[config.mk]
export PLATFORM = sky130hd
export DESIGN_NAME = homing_sequencer
export DESIGN_NICKNAME = d
export VERILOG_FILES = /design/src/rtl/homing_sequencer.sv
export SDC_FILE = /design/constraint.sdc
export NUM_CORES = 1
export LEC_CHECK = 0
export CAP_MARGIN = 30
export CORE_UTILIZATION = 45
export CTS_CLUSTER_SIZE = 24
export DETAILED_ROUTE_END_ITERATION = 10
export PLACE_DENSITY = 0.77
export SLEW_MARGIN = 20
export SYNTH_ARGS = -nofsm -noshare
export SYNTH_HDL_FRONTEND = slang
export SYNTH_SLANG_ARGS = --single-unit
export TNS_END_PERCENT = 30
[constraint.sdc]
create_clock -name clk -period 2.3 [get_ports clk]
set_input_delay 0.23 -clock clk [delete_from_list [all_inputs] [get_ports clk]]
set_output_delay 0.23 -clock clk [all_outputs]
set_load 0.01 [all_outputs]
[src/rtl/homing_sequencer.sv]
// ----------------------------------------------------------------------------
// homing_sequencer
//
// Per-axis homing controller. While homing, it takes over the velocity and
// acceleration setpoints of one motion channel and runs the channel through
// this sequence: fast seek toward the endstop, stop, back off until the
// endstop has been released for BACKOFF_STEPS steps, stop, slow re-approach,
// stop, then pulse zero_pos so that the channel clears its position.
//
// Ports
//   clk         system clock
//   rst         synchronous active-high reset
//   i_start     one-cycle pulse; begins homing (ignored while busy or with abort)
//   i_abort     one-cycle pulse; cancels homing (ignored while idle)
//   i_endstop   debounced endstop, 1 = triggered
//   i_step      one-cycle pulse per motor step issued by the channel
//   i_v_zero    1 when the channel's actual velocity is 0
//   o_v_target  signed two's-complement velocity setpoint
//   o_accel     acceleration magnitude
//   o_override  1 = the channel takes o_v_target/o_accel from this block
//   o_zero_pos  one-cycle pulse; clear the channel position
//   o_busy      homing in progress
//   o_done      homing finished successfully (held until the next start)
//   o_error     homing failed or was aborted (held until the next start)
//
// Optional feature
//   HOMING_TIMEOUT_EN : when defined, a per-phase watchdog sends the sequence
//   to ERR if any busy phase (other than ERR/ABORTING) lasts TIMEOUT cycles.
//   When undefined there is no timer, and a phase waits indefinitely.
// ----------------------------------------------------------------------------
module homing_sequencer #(
    parameter logic [31:0] FAST_V        = 32'd400000,
    parameter logic [31:0] SLOW_V        = 32'd40000,
    parameter logic [31:0] ACCEL         = 32'd5,
    parameter logic [31:0] ABORT_ACCEL   = 32'd10,
    parameter logic [15:0] BACKOFF_STEPS = 16'd200,
    parameter logic        DIR           = 1'b0
`ifdef HOMING_TIMEOUT_EN
    ,
    parameter logic [31:0] TIMEOUT       = 32'd50000000
`endif
) (
    input  logic        clk,
    input  logic        rst,
    input  logic        i_start,
    input  logic        i_abort,
    input  logic        i_endstop,
    input  logic        i_step,
    input  logic        i_v_zero,
    output logic [31:0] o_v_target,
    output logic [31:0] o_accel,
    output logic        o_override,
    output logic        o_zero_pos,
    output logic        o_busy,
    output logic        o_done,
    output logic        o_error
);

    typedef enum logic [3:0] {
        S_IDLE,
        S_FAST_SEEK,
        S_STOP1,
        S_BACKOFF,
        S_STOP2,
        S_SLOW_SEEK,
        S_STOP3,
        S_ZERO,
        S_FIN,
        S_ERR,
        S_ABORTING
    } state_t;

    // Signed setpoints. Seeks move toward the endstop (sign S), the back-off
    // moves away from it (sign -S).
    localparam logic [31:0] V_FAST_SEEK = DIR ? FAST_V : (~FAST_V + 32'd1);
    localparam logic [31:0] V_SLOW_SEEK = DIR ? SLOW_V : (~SLOW_V + 32'd1);
    localparam logic [31:0] V_BACKOFF   = DIR ? (~SLOW_V + 32'd1) : SLOW_V;

    // Back-off gives up once more than four times the release distance has
    // been stepped without a clean release.
    localparam logic [17:0] BACKOFF_LIMIT = {BACKOFF_STEPS, 2'b00};

    state_t      r_state;
    state_t      w_state_next;
    logic [15:0] r_step_cnt;
    logic [17:0] r_total_cnt;
    logic        r_done;
    logic        r_error;

    logic [31:0] w_v_target;
    logic [31:0] w_accel;
    logic        w_override;
    logic        w_zero_pos;
    logic        w_busy;
    logic        w_start_ok;
    logic        w_set_done;
    logic        w_set_error;
    logic        w_enter_backoff;
    logic        w_timeout;
    logic        w_timed_state;

    // States in which the watchdog may run: every busy state except the two
    // stop-and-fail states, which must be allowed to wait for v_zero.
    assign w_timed_state = (r_state != S_IDLE) && (r_state != S_FIN) &&
                           (r_state != S_ERR)  && (r_state != S_ABORTING);

`ifdef HOMING_TIMEOUT_EN
    logic [31:0] r_phase_timer;

    always_ff @(posedge clk) begin
        if (rst) begin
            r_phase_timer <= '0;
        end else if (w_state_next != r_state) begin
            r_phase_timer <= '0;
        end else if (w_timed_state) begin
            r_phase_timer <= r_phase_timer + 32'd1;
        end
    end

    // Timer holds the number of completed cycles in this phase, so the
    // TIMEOUT-th cycle is the one that sees TIMEOUT-1.
    assign w_timeout = w_timed_state && (r_phase_timer >= (TIMEOUT - 32'd1));
`else
    assign w_timeout = 1'b0;
`endif

    // ------------------------------------------------------------------
    // State register
    // ------------------------------------------------------------------
    always_ff @(posedge clk) begin
        if (rst) begin
            // NOTE: sequential state is written with non-blocking assignments
            // so every register samples the pre-edge values of its inputs.
            r_state <= S_IDLE;
        end else begin
            r_state <= w_state_next;
        end
    end

    // ------------------------------------------------------------------
    // Next state and Moore outputs
    // ------------------------------------------------------------------
    always_comb begin
        // NOTE: every signal driven here gets a default first; a path that
        // skipped one would infer a latch.
        w_state_next = r_state;
        w_v_target   = '0;
        w_accel      = '0;
        w_override   = 1'b0;
        w_zero_pos   = 1'b0;
        w_busy       = 1'b0;
        w_start_ok   = 1'b0;

        case (r_state)
            S_IDLE: begin
                // abort arriving with start cancels the start
                if (i_start && !i_abort) begin
                    w_start_ok   = 1'b1;
                    w_state_next = i_endstop ? S_STOP1 : S_FAST_SEEK;
                end
            end

            S_FAST_SEEK: begin
                w_busy     = 1'b1;
                w_override = 1'b1;
                w_v_target = V_FAST_SEEK;
                w_accel    = ACCEL;
                if (i_endstop) begin
                    w_state_next = S_STOP1;
                end
            end

            S_STOP1: begin
                // endstop is deliberately not looked at: a release while
                // decelerating does not shorten the stop
                w_busy     = 1'b1;
                w_override = 1'b1;
                w_accel    = ABORT_ACCEL;
                if (i_v_zero) begin
                    w_state_next = S_BACKOFF;
                end
            end

            S_BACKOFF: begin
                w_busy     = 1'b1;
                w_override = 1'b1;
                w_v_target = V_BACKOFF;
                w_accel    = ACCEL;
                if (!i_endstop && (r_step_cnt >= BACKOFF_STEPS)) begin
                    w_state_next = S_STOP2;
                end else if (r_total_cnt > BACKOFF_LIMIT) begin
                    w_state_next = S_ERR;
                end
            end

            S_STOP2: begin
                w_busy     = 1'b1;
                w_override = 1'b1;
                w_accel    = ACCEL;
                if (i_v_zero) begin
                    w_state_next = S_SLOW_SEEK;
                end
            end

            S_SLOW_SEEK: begin
                w_busy     = 1'b1;
                w_override = 1'b1;
                w_v_target = V_SLOW_SEEK;
                w_accel    = ACCEL;
                if (i_endstop) begin
                    w_state_next = S_STOP3;
                end
            end

            S_STOP3: begin
                w_busy     = 1'b1;
                w_override = 1'b1;
                w_accel    = ABORT_ACCEL;
                if (i_v_zero) begin
                    w_state_next = S_ZERO;
                end
            end

            S_ZERO: begin
                // channel is already stationary; keep the stop settings while
                // the position is cleared
                w_busy       = 1'b1;
                w_override   = 1'b1;
                w_accel      = ABORT_ACCEL;
                w_zero_pos   = 1'b1;
                w_state_next = S_FIN;
            end

            S_FIN: begin
                w_state_next = S_IDLE;
            end

            S_ERR, S_ABORTING: begin
                w_busy     = 1'b1;
                w_override = 1'b1;
                w_accel    = ABORT_ACCEL;
                if (i_v_zero) begin
                    w_state_next = S_IDLE;
                end
            end

            default: begin
                w_state_next = S_IDLE;
            end
        endcase

        // Abort beats every other transition; the watchdog beats the phase's
        // own exit condition.
        if (w_busy && i_abort) begin
            w_state_next = S_ABORTING;
        end else if (w_timeout) begin
            w_state_next = S_ERR;
        end
    end

    // Flag updates are derived from the final next state so that an abort
    // overriding a phase exit never raises done or error by mistake.
    assign w_set_done      = (w_state_next == S_FIN);
    assign w_set_error     = ((r_state == S_ERR) || (r_state == S_ABORTING)) &&
                             (w_state_next == S_IDLE);
    assign w_enter_backoff = (r_state != S_BACKOFF) && (w_state_next == S_BACKOFF);

    // ------------------------------------------------------------------
    // Back-off step counters
    //   r_step_cnt  : steps since the endstop last released (held at 0 while
    //                 the endstop is triggered), saturating
    //   r_total_cnt : every step in this back-off phase, saturating
    // Clearing on entry means a step in the entry cycle is never counted.
    // ------------------------------------------------------------------
    always_ff @(posedge clk) begin
        if (rst || w_enter_backoff) begin
            r_step_cnt  <= '0;
            r_total_cnt <= '0;
        end else if (r_state == S_BACKOFF) begin
            if (i_endstop) begin
                r_step_cnt <= '0;
            end else if (i_step && (r_step_cnt != 16'hFFFF)) begin
                r_step_cnt <= r_step_cnt + 16'd1;
            end
            if (i_step && (r_total_cnt != 18'h3FFFF)) begin
                r_total_cnt <= r_total_cnt + 18'd1;
            end
        end
    end

    // ------------------------------------------------------------------
    // Sticky completion flags, cleared only by an accepted start
    // ------------------------------------------------------------------
    always_ff @(posedge clk) begin
        if (rst || w_start_ok) begin
            r_done  <= 1'b0;
            r_error <= 1'b0;
        end else begin
            if (w_set_done) begin
                r_done <= 1'b1;
            end
            if (w_set_error) begin
                r_error <= 1'b1;
            end
        end
    end

    assign o_v_target = w_v_target;
    assign o_accel    = w_accel;
    assign o_override = w_override;
    assign o_zero_pos = w_zero_pos;
    assign o_busy     = w_busy;
    assign o_done     = r_done;
    assign o_error    = r_error;

endmodule

# After elaboration in Yosys (flattened, before gate mapping)
# Index checks and enable logic that the tools add are counted.
totals:
  ff_bits: 40
  latchBits: 0
  out_inout_bits: 69
  mem_bits_rw: 0
  wordCells: 64
  n_memories: 0
  rom_bits: 0
op_classes:
  n_mul: 0
  addsub: 2
  reduce_logical: 21
  magnitude_cmp: 2
  n_bitwise: 0
  n_eq_ne: 14
  muxes: 20
  shifts: 0
  div_mod_pow: 0
ops:
  columns: ["operator", "n"]
  rows:
  - ["32-bit one-hot mux with 3 select lines", 1]
  - ["4-bit two-way mux", 10]
  - ["4-bit one-hot mux with 9 select lines", 1]
  - ["16-bit two-way mux", 2]
  - ["18-bit by 1-bit adder with 18-bit output, second input constant", 1]
  - ["18-bit by 10-bit greater-than comparator with 1-bit output, second input constant", 1]
  - ["18-bit != test, second input constant", 1]
  - ["16-bit by 1-bit adder with 16-bit output, second input constant", 1]
  - ["4-bit by 3-bit equality test with 1-bit output, second input constant", 4]
  - ["16-bit by 8-bit greater-or-equal comparator with 1-bit output, second input constant", 1]
  - ["16-bit != test, second input constant", 1]
  - ["4-bit by 2-bit equality test with 1-bit output, second input constant", 3]
  - ["4-bit equality test, second input constant", 3]
  - ["9-bit OR reduction", 1]
  - ["4-bit logical NOT", 2]
  - ["4-bit one-hot mux with 2 select lines", 1]
  - ["1-bit logical AND", 7]
  - ["5-bit OR reduction", 1]
  - ["4-bit by 1-bit equality test with 1-bit output, second input constant", 1]
  - ["1-bit two-way mux", 4]
  - ["4-bit by 2-bit != test with 1-bit output, second input constant", 1]
  - ["2-bit AND reduction", 2]
  - ["4-bit OR reduction", 1]
  - ["1-bit logical OR", 3]
  - ["other kinds (4)", 5]

# Logic depth before layout (Yosys ltp)
depth:
  ltp_word: 8
  ltp_mapped: 8

# Least setup slack after synthesis
# OpenSTA, ideal clock, no wires.
synth_path:
  path_kind: "register to register"
  startpoint: "reg r_state[2]"
  endpoint: "reg r_total_cnt[17]"
  synth_period_minus_slack_ns: 2.280
  t_arrival_ns: 2.200
  path_buffers: 2
  setup_ns: 0.080
  slack_ns: 0.020
  stages_incl_launch_ff: 9
  path_cell_list: "dfxtp_1 buf_6 or3_4 clkinv_4 nand2_1 or4_1 buf_2 or4_1 a211oi_2"
synth_between:
  elab_chain_len: 8
  word_cells_on_any_way: 30
  cone_classes: "eq/ne (11); mux (12); reduce/logical (7)"
synth_lines:
  columns: ["item", "line", "rtl"]
  rows:
  - ["from (decl)", "83", "state_t r_state;"]
  - ["from (signal assigned)", "136", "r_state <= w_state_next;"]
  - ["4-bit equality test (tied with other cells)", "154", "case (r_state)"]
  - ["9-bit OR reduction (no source line)", null, null]
  - ["1-bit two-way mux", "154", null]
  - ["1-bit logical AND", "254", "if (w_busy && i_abort) begin"]
  - ["4-bit two-way mux", "254", null]
  - ["4-bit by 2-bit equality test with 1-bit output", "266", "assign w_enter_backoff = (r_state != S_BACKOFF) && (w_state_next == S_BACKOFF);"]
  - ["1-bit logical AND", "266", null]
  - ["1-bit logical OR", "276", "if (rst || w_enter_backoff) begin"]
  - ["to (signal assigned)", "286", "r_total_cnt <= r_total_cnt + 18'd1;"]
  - ["to (decl)", "86", "logic [17:0] r_total_cnt;"]
# Several ways; a longest one is shown, not always the timed one.
# A chain may end at the register's enable or synchronous reset.

# Final worst setup path
layout_path:
  startpoint: "reg r_state[0]"
  endpoint: "reg r_total_cnt[17]"
# The elaborated chain is that of the path after synthesis.

==> metrics.yaml <==
yosys:
  yosysTopAreaCellShare_pct: 26.8
  synth_area_leaders: "dfxtp_1, buf_4, xnor2_1, nor3_1, a211oi_1"
  synth.avg_cell_area_um2: 7.89
  syn-cell-area_um2: 2990
  synth_seq_area_share_pct: 26.8
  yosys.area.top_type: "dfxtp_1"
  async_flop_share_pct: 0
  dominantRegCellSynth: "dfxtp_1"
  ys_seq_elements: 40
  synth_edf_count: 0
  synth_warnings: 0
  yosysUniqueCellTypes: 56
  synth_cells: 379
global_route:
  grt_pass1_vias: 2375
  grt_antenna_before_repair: 0
  grt.overflow.total: 0
  grt_util_all_layers_pct: 19.4
  grt_pass1_wl_um: 11200
  grt_max_degree: 35
detailed_routing:
  via_per_inst: 5.58
  drtPass1Iterations: 4
  post_drt_wl_per_cell_um: 13.7
  drt-total-wl_um: 6640
  drc: 0
  drt.antenna.violating_nets: 0
  drt_iter0_drc: 165
  vias: 2697
die:
  core_um2: 6390
  rows: 29
  io_pins: 76
  start_util_pct: 46.8
  die_y_um: 83.5
  dieArea_um2: 6980
  dieWidth_um: 83.5
clock_network:
  cts_root_buffer: "clkbuf_8"
  cts_sinks: 40
  cts-buffers-inserted: 5
  cts_tree: "done"
  clk_latency_ns: 0.30
  postCtsSetupBuffers: 0
  cts_buffer_depth: 2
  path_clk_slew_ns: 0.08
  h-tree-depth: 2
place:
  io_buffers: 41
  placed_area_um2: 3300
  dp.cells: 475
  preCtsSetupSlack_ns: 0.0124
  place_congestion: 0.823
  hpwl_um: 4720
worst_setup_path:
  crit_required_ns: 2.52
  path_buf_inv: 1
  path_cells: "nand2_1 -> or3_4 -> clkinv_4 -> nand2_1 -> or4_4 -> or4_4 -> a211oi_2"
  reg2reg_to: "r_total_cnt[17]"
  max_stage_delay_ns: 0.58
  cp_max_fo: 5
  endpoint_kind: "flop"
  worstSetupPathType: "flop to flop"
  crit_family: "simple AND/OR/NAND/NOR gates"
  timing.rr.start: "r_state[0]"
  r2r_slack_ns: 0.07
  cp_slowest_cell: "or4_4"
  ff2ff_path_depth: 7
  critPathLaunchType: "flop"
  worstPathArrival_ns: 2.44
hold_path:
  holdPathEnd: "o_done"
  min_path_type: "flop to flop"
  hp-start: "o_done"
  hold_depth: 2
pwr:
  combPwrFrac_pct: 28.2
  swShare_pct: 30.4
  power_leakage_uw: 0.00116
  power_density_nw_per_um2: 496
  vdd_ir_drop_max_v: 0.000271
  power.internal_uw: 1180
  p_clk_share_pct: 29.0
  p_seq_share_pct: 42.8
  p_sw_uw: 518
final_layout:
  drive_above_1_share_pct: 11.8
  fin_nets: 416
  stdcell_count: 483
  diodes: 0
  final_cell_mix: "clkdlybuf4s50_1, dfxtp_1, conb_1, nor3_1, nand2_1"
  design_area_um2: 3430
  n_fill_cell: 603
  layout-area-overhead-vs-synth_pct: 14.6
timing:
  max_freq_mhz: 449
  relSlewSlack_pct: 60.4
  clock_skew_ns: 0.00706
  finalSetupViolCount: 0
  fin_tns_setup_ns: 0
  hold_viol: 0
  maxSlewViolCount: 0
  min_period_over_period_pct: 96.8
  whs_ns: 0.463
  worst_slack_ns: 0.0742
  period_needed_ns: 2.23
  worst_slew_pin_slew_ns: 0.580
run_status:
  status: "completed"
job:
  maxCapViolCount: 0
[worst min-delay path: cells and delay by family (launching register included)]
family	cells	cell delay [ns]
and+or+nand+nor	1	0.05
AOI/OAI and AO/OA	1	0.05
DFF	1	0.32
[cells in the mapped netlist, types with 2 or more instances]
| master | number |
|---|---|
| a2111oi_0 | 6 |
| and2_1 | 4 |
| nor3_1 | 29 |
| buf_4 | 58 |
| clkbuf_1 | 16 |
| or4_1 | 3 |
| o21ai_0 | 11 |
| a311oi_1 | 4 |
| o31ai_1 | 3 |
| nand3_1 | 13 |
| nor4b_1 | 2 |
| a21o_1 | 3 |
| o41ai_1 | 2 |
| or3_1 | 5 |
| nand4_1 | 10 |
| a211oi_1 | 18 |
| a31oi_1 | 4 |
| o22a_1 | 2 |
| nor2_1 | 10 |
| a211oi_2 | 2 |
| ha_1 | 4 |
| a21oi_1 | 9 |
| dfxtp_1 | 40 |
| nand2_1 | 25 |
| and4_1 | 6 |
| inv_1 | 10 |
| or2_2 | 2 |
| a22oi_1 | 2 |
| nor4_1 | 9 |
| mux2_2 | 2 |
| nand2b_1 | 10 |
| buf_2 | 5 |
| xnor2_1 | 22 |
| nor2b_1 | 6 |
[power by group through the flow]
stage | sequential [µW] | clock, µW | combinational, µW
after floorplan | 739 | 0 | 364
after global placement | 742 | 0 | 470
after detailed placement | 743 | 0 | 477
after CTS | 727 | 502 | 478
after global routing | 731 | 535 | 526
final | 728 | 493 | 480
[cell families after synthesis]
family          Yosys count  share of synthesized area [%]
xor+xnor                 23                           6.73
simple gates            139                           25.6
fa+ha+maj                 4                           1.67
buf+inv                  93                           19.6
flops                    40                           26.8
compound gates           76                           18.5
mux                       3                           1.09
other cells               1                          0.125
[flip-flops by register name (all words and copies together) (netlist names)]
register / cells
r_state: 4
r_step_cnt: 16
o_error: 1
r_total_cnt: 18
o_done: 1
[repair_timing]
| item | CTS | global route |
|---|---|---|
| resized for setup | 4 | 6 |
| endpoints found under the setup margin | 2 | 15 |
| hold buffers | 0 | 0 |
[worst max-delay path by stage]
stage               startpoint               to  slack (ns)  cells after the start
floorplan           r_state[2]  r_total_cnt[17]        0.02                      8
global placement       i_abort          o_error        0.07                      5
detailed placement     i_abort          o_error        0.01                      5
CTS                 r_state[1]           o_busy        0.01                      5
global route        r_state[0]  r_total_cnt[17]       -0.01                      7
finish              r_state[0]  r_total_cnt[17]        0.07                      7
[cell type report]
cell class | instances | area [µm²] | share of cell area [%]
Clock buffer | 7 | 86.3 | 2.52
Clock inverter | 1 | 7.51 | 0.219
Timing Repair Buffer | 67 | 623 | 18.2
Multi-Input combinational cell | 279 | 1760 | 51.4
Inverter | 12 | 50.0 | 1.46
Sequential cell | 40 | 802 | 23.4
Tap cell | 77 | 96.3 | 2.81
[metal layers]
metal	wire length, µm	global-route usage, %	vias to the layer above
li1	-	-	1331
met1	2960	25.2	1231
met2	3110	32.2	126
met3	467	4.06	9
met4	102	6.32	0
met5	0	0	-
[stage by stage]
stage | utilization (%) | total power [µW]
4_1_cts | 53.4 | 1710
3_3_place_gp | 51.7 | 1210
2_1_floorplan | - | 1100
3_5_place_dp | 51.7 | 1220
6_report | 53.7 | 1700
5_1_grt | 53.7 | 1790
No activity file was read; power rests on OpenSTA's default activity.
==> RTL change, RTL diff (same settings) <==
The 11 states of `state_t` get a Gray code encoding in 4 bits.
--- a/src/rtl/homing_sequencer.sv
+++ b/src/rtl/homing_sequencer.sv
@@ -57,17 +57,17 @@
 );
 
     typedef enum logic [3:0] {
-        S_IDLE,
-        S_FAST_SEEK,
-        S_STOP1,
-        S_BACKOFF,
-        S_STOP2,
-        S_SLOW_SEEK,
-        S_STOP3,
-        S_ZERO,
-        S_FIN,
-        S_ERR,
-        S_ABORTING
+        S_IDLE      = 4'b0000,
+        S_FAST_SEEK = 4'b0001,
+        S_STOP1     = 4'b0011,
+        S_BACKOFF   = 4'b0010,
+        S_STOP2     = 4'b0110,
+        S_SLOW_SEEK = 4'b0111,
+        S_STOP3     = 4'b0101,
+        S_ZERO      = 4'b0100,
+        S_FIN       = 4'b1100,
+        S_ERR       = 4'b1101,
+        S_ABORTING  = 4'b1111
     } state_t;
 
     // Signed setpoints. Seeks move toward the endstop (sign S), the back-off
Behaviour: same outputs for any inputs over 10 cycles, from zero or initial values and one cycle with rst high; not proved beyond that.
==> RTL change against the unedited design <==
Sequential cell count unchanged; synthesized area is 6.3% lower; die area shrank 6.2%; count of clock-buffer cells in the layout shrank 2; global-route usage decreased by 2.2 points; register-to-register slack gained 0.20 ns; cell area shrank 6.8%; utilization hardly changed; setup slack improved by 0.0072 ns; wire length decreased by 17%; non-clock buffer count decreased by 11; largest cell class unchanged.
Power is not compared: it rests on default switching activity, and its combinational part moved more than twofold at a synthesized area within 25%.
==> RTL change: results (changes against the unedited design) <==
[logic_synthesis]
synth-compound-area-share_pct=12.5  ; -5.9 points
yosysSeqAreaShare_pct=28.6  ; +1.8 points
synth_fa_ha_area_share_pct=1.79  ; +0.11 points
syn_inst=353  ; -6.9%
synth_flop_cell=dfxtp_1
synth_common_cells=buf_4 (58), nor2_1 (42), dfxtp_1 (40), xnor2_1 (29)
synth_xor_area_share_pct=10.0  ; +3.3 points
yosysUniqueCellTypes=57  ; +1.8%

[min_path]
min_from=o_error
hold_depth=2  ; unchanged

[setup_path]
slowest_stage=or4b_4
worst_ep_arrival_time_ns=1.99  ; -0.45 ns
critPathMaxFanout=12  ; +7
reg2reg_setup_slack_ns=0.27  ; +0.20 ns
timing.rr.end=r_total_cnt[9]

[global_route]
grt_use_total_pct=17.2  ; -2.2 points
grt_max_degree=22  ; -37%
grt_pass1_wl_um=9000  ; -20%
first_global_vias=2053  ; -14%

[finish]
drive_gt1_share_pct=10.8  ; -0.98 points
nFillCells=572  ; -5.1%
instances_no_fill=453  ; -6.2%

[place]
gp_congestion=0.827  ; +0.43%
dpl_cell_area_sq_um=3030  ; -8.3%
dpl.cell_count=442  ; -6.9%

[route]
viasPerCell=5.22  ; -6.6%
dr.pass1.iters=5  ; +1
drt_iter0_markers=178  ; +7.9%

[clocking]
cts-resized-gates=1  ; -3

[timing]
whs_ns=0.494  ; +0.0314 ns
max-slew-margin-rel_pct=66.0  ; +5.6 points

[outcome]
status=complete, no violations

RTL change: cell type report:
| class | instances | share of cell area, % |
|---|---|---|
| flip-flops and latches | 40 | 25.1 |
| multi-input cells | 258 | 49.3 |
| well taps | 75 | 2.94 |
| inverters | 16 | 2.04 |
| clock buffers | 5 | 2.15 |
| repair buffers | 56 | 17.0 |
| clock inverters | 3 | 1.45 |
RTL change: metrics by stage:
| step | util [%] | power (mW) | worst slack (ns) |
|---|---|---|---|
| detailed placement | 50.8 | 2.27 | 0.243 |
| finish | 53.6 | 2.89 | 0.0813 |
| global placement | 50.8 | 2.24 | 0.313 |
| global route | 53.6 | 3.07 | 0.0111 |
| CTS | 52.8 | 2.87 | 0.00627 |
| floorplan | - | 1.86 | 0.382 |
RTL change: tightest hold or removal path, cell delays in order, from the launching register on:
cell and delay [ns]:
dfxtp_1 0.32, nor2_1 0.09, nor3_1 0.05
RTL change: worst max-delay path by stage:
stage | end | slack (ns) | cells past startpoint
after floorplan | o_v_target[13] | 0.38 | 4
after global placement | o_v_target[6] | 0.31 | 4
after detailed placement | r_total_cnt[6] | 0.24 | 6
after CTS | o_v_target[6] | 0.006 | 4
after global routing | o_v_target[30] | 0.01 | 6
final | o_v_target[6] | 0.08 | 4
RTL change: cell families after synthesis:
group | Yosys count
AND/OR/NAND/NOR | 136
buffers and inverters | 88
AO/OA/AOI/OAI | 51
flip-flops | 40
XOR/XNOR | 32
adder cells (fa/ha/maj) | 4
other | 1
multiplexers | 1
RTL change: metal layers:
layer | vias to the layer above | share of wire [%] | global-route usage, %
li1 | 1191 | - | -
met1 | 1096 | 46 | 21.4
met2 | 71 | 48 | 30.4
met3 | 5 | 5.6 | 3.82
met4 | 0 | 0.36 | 3.21
met5 | - | 0 | 0
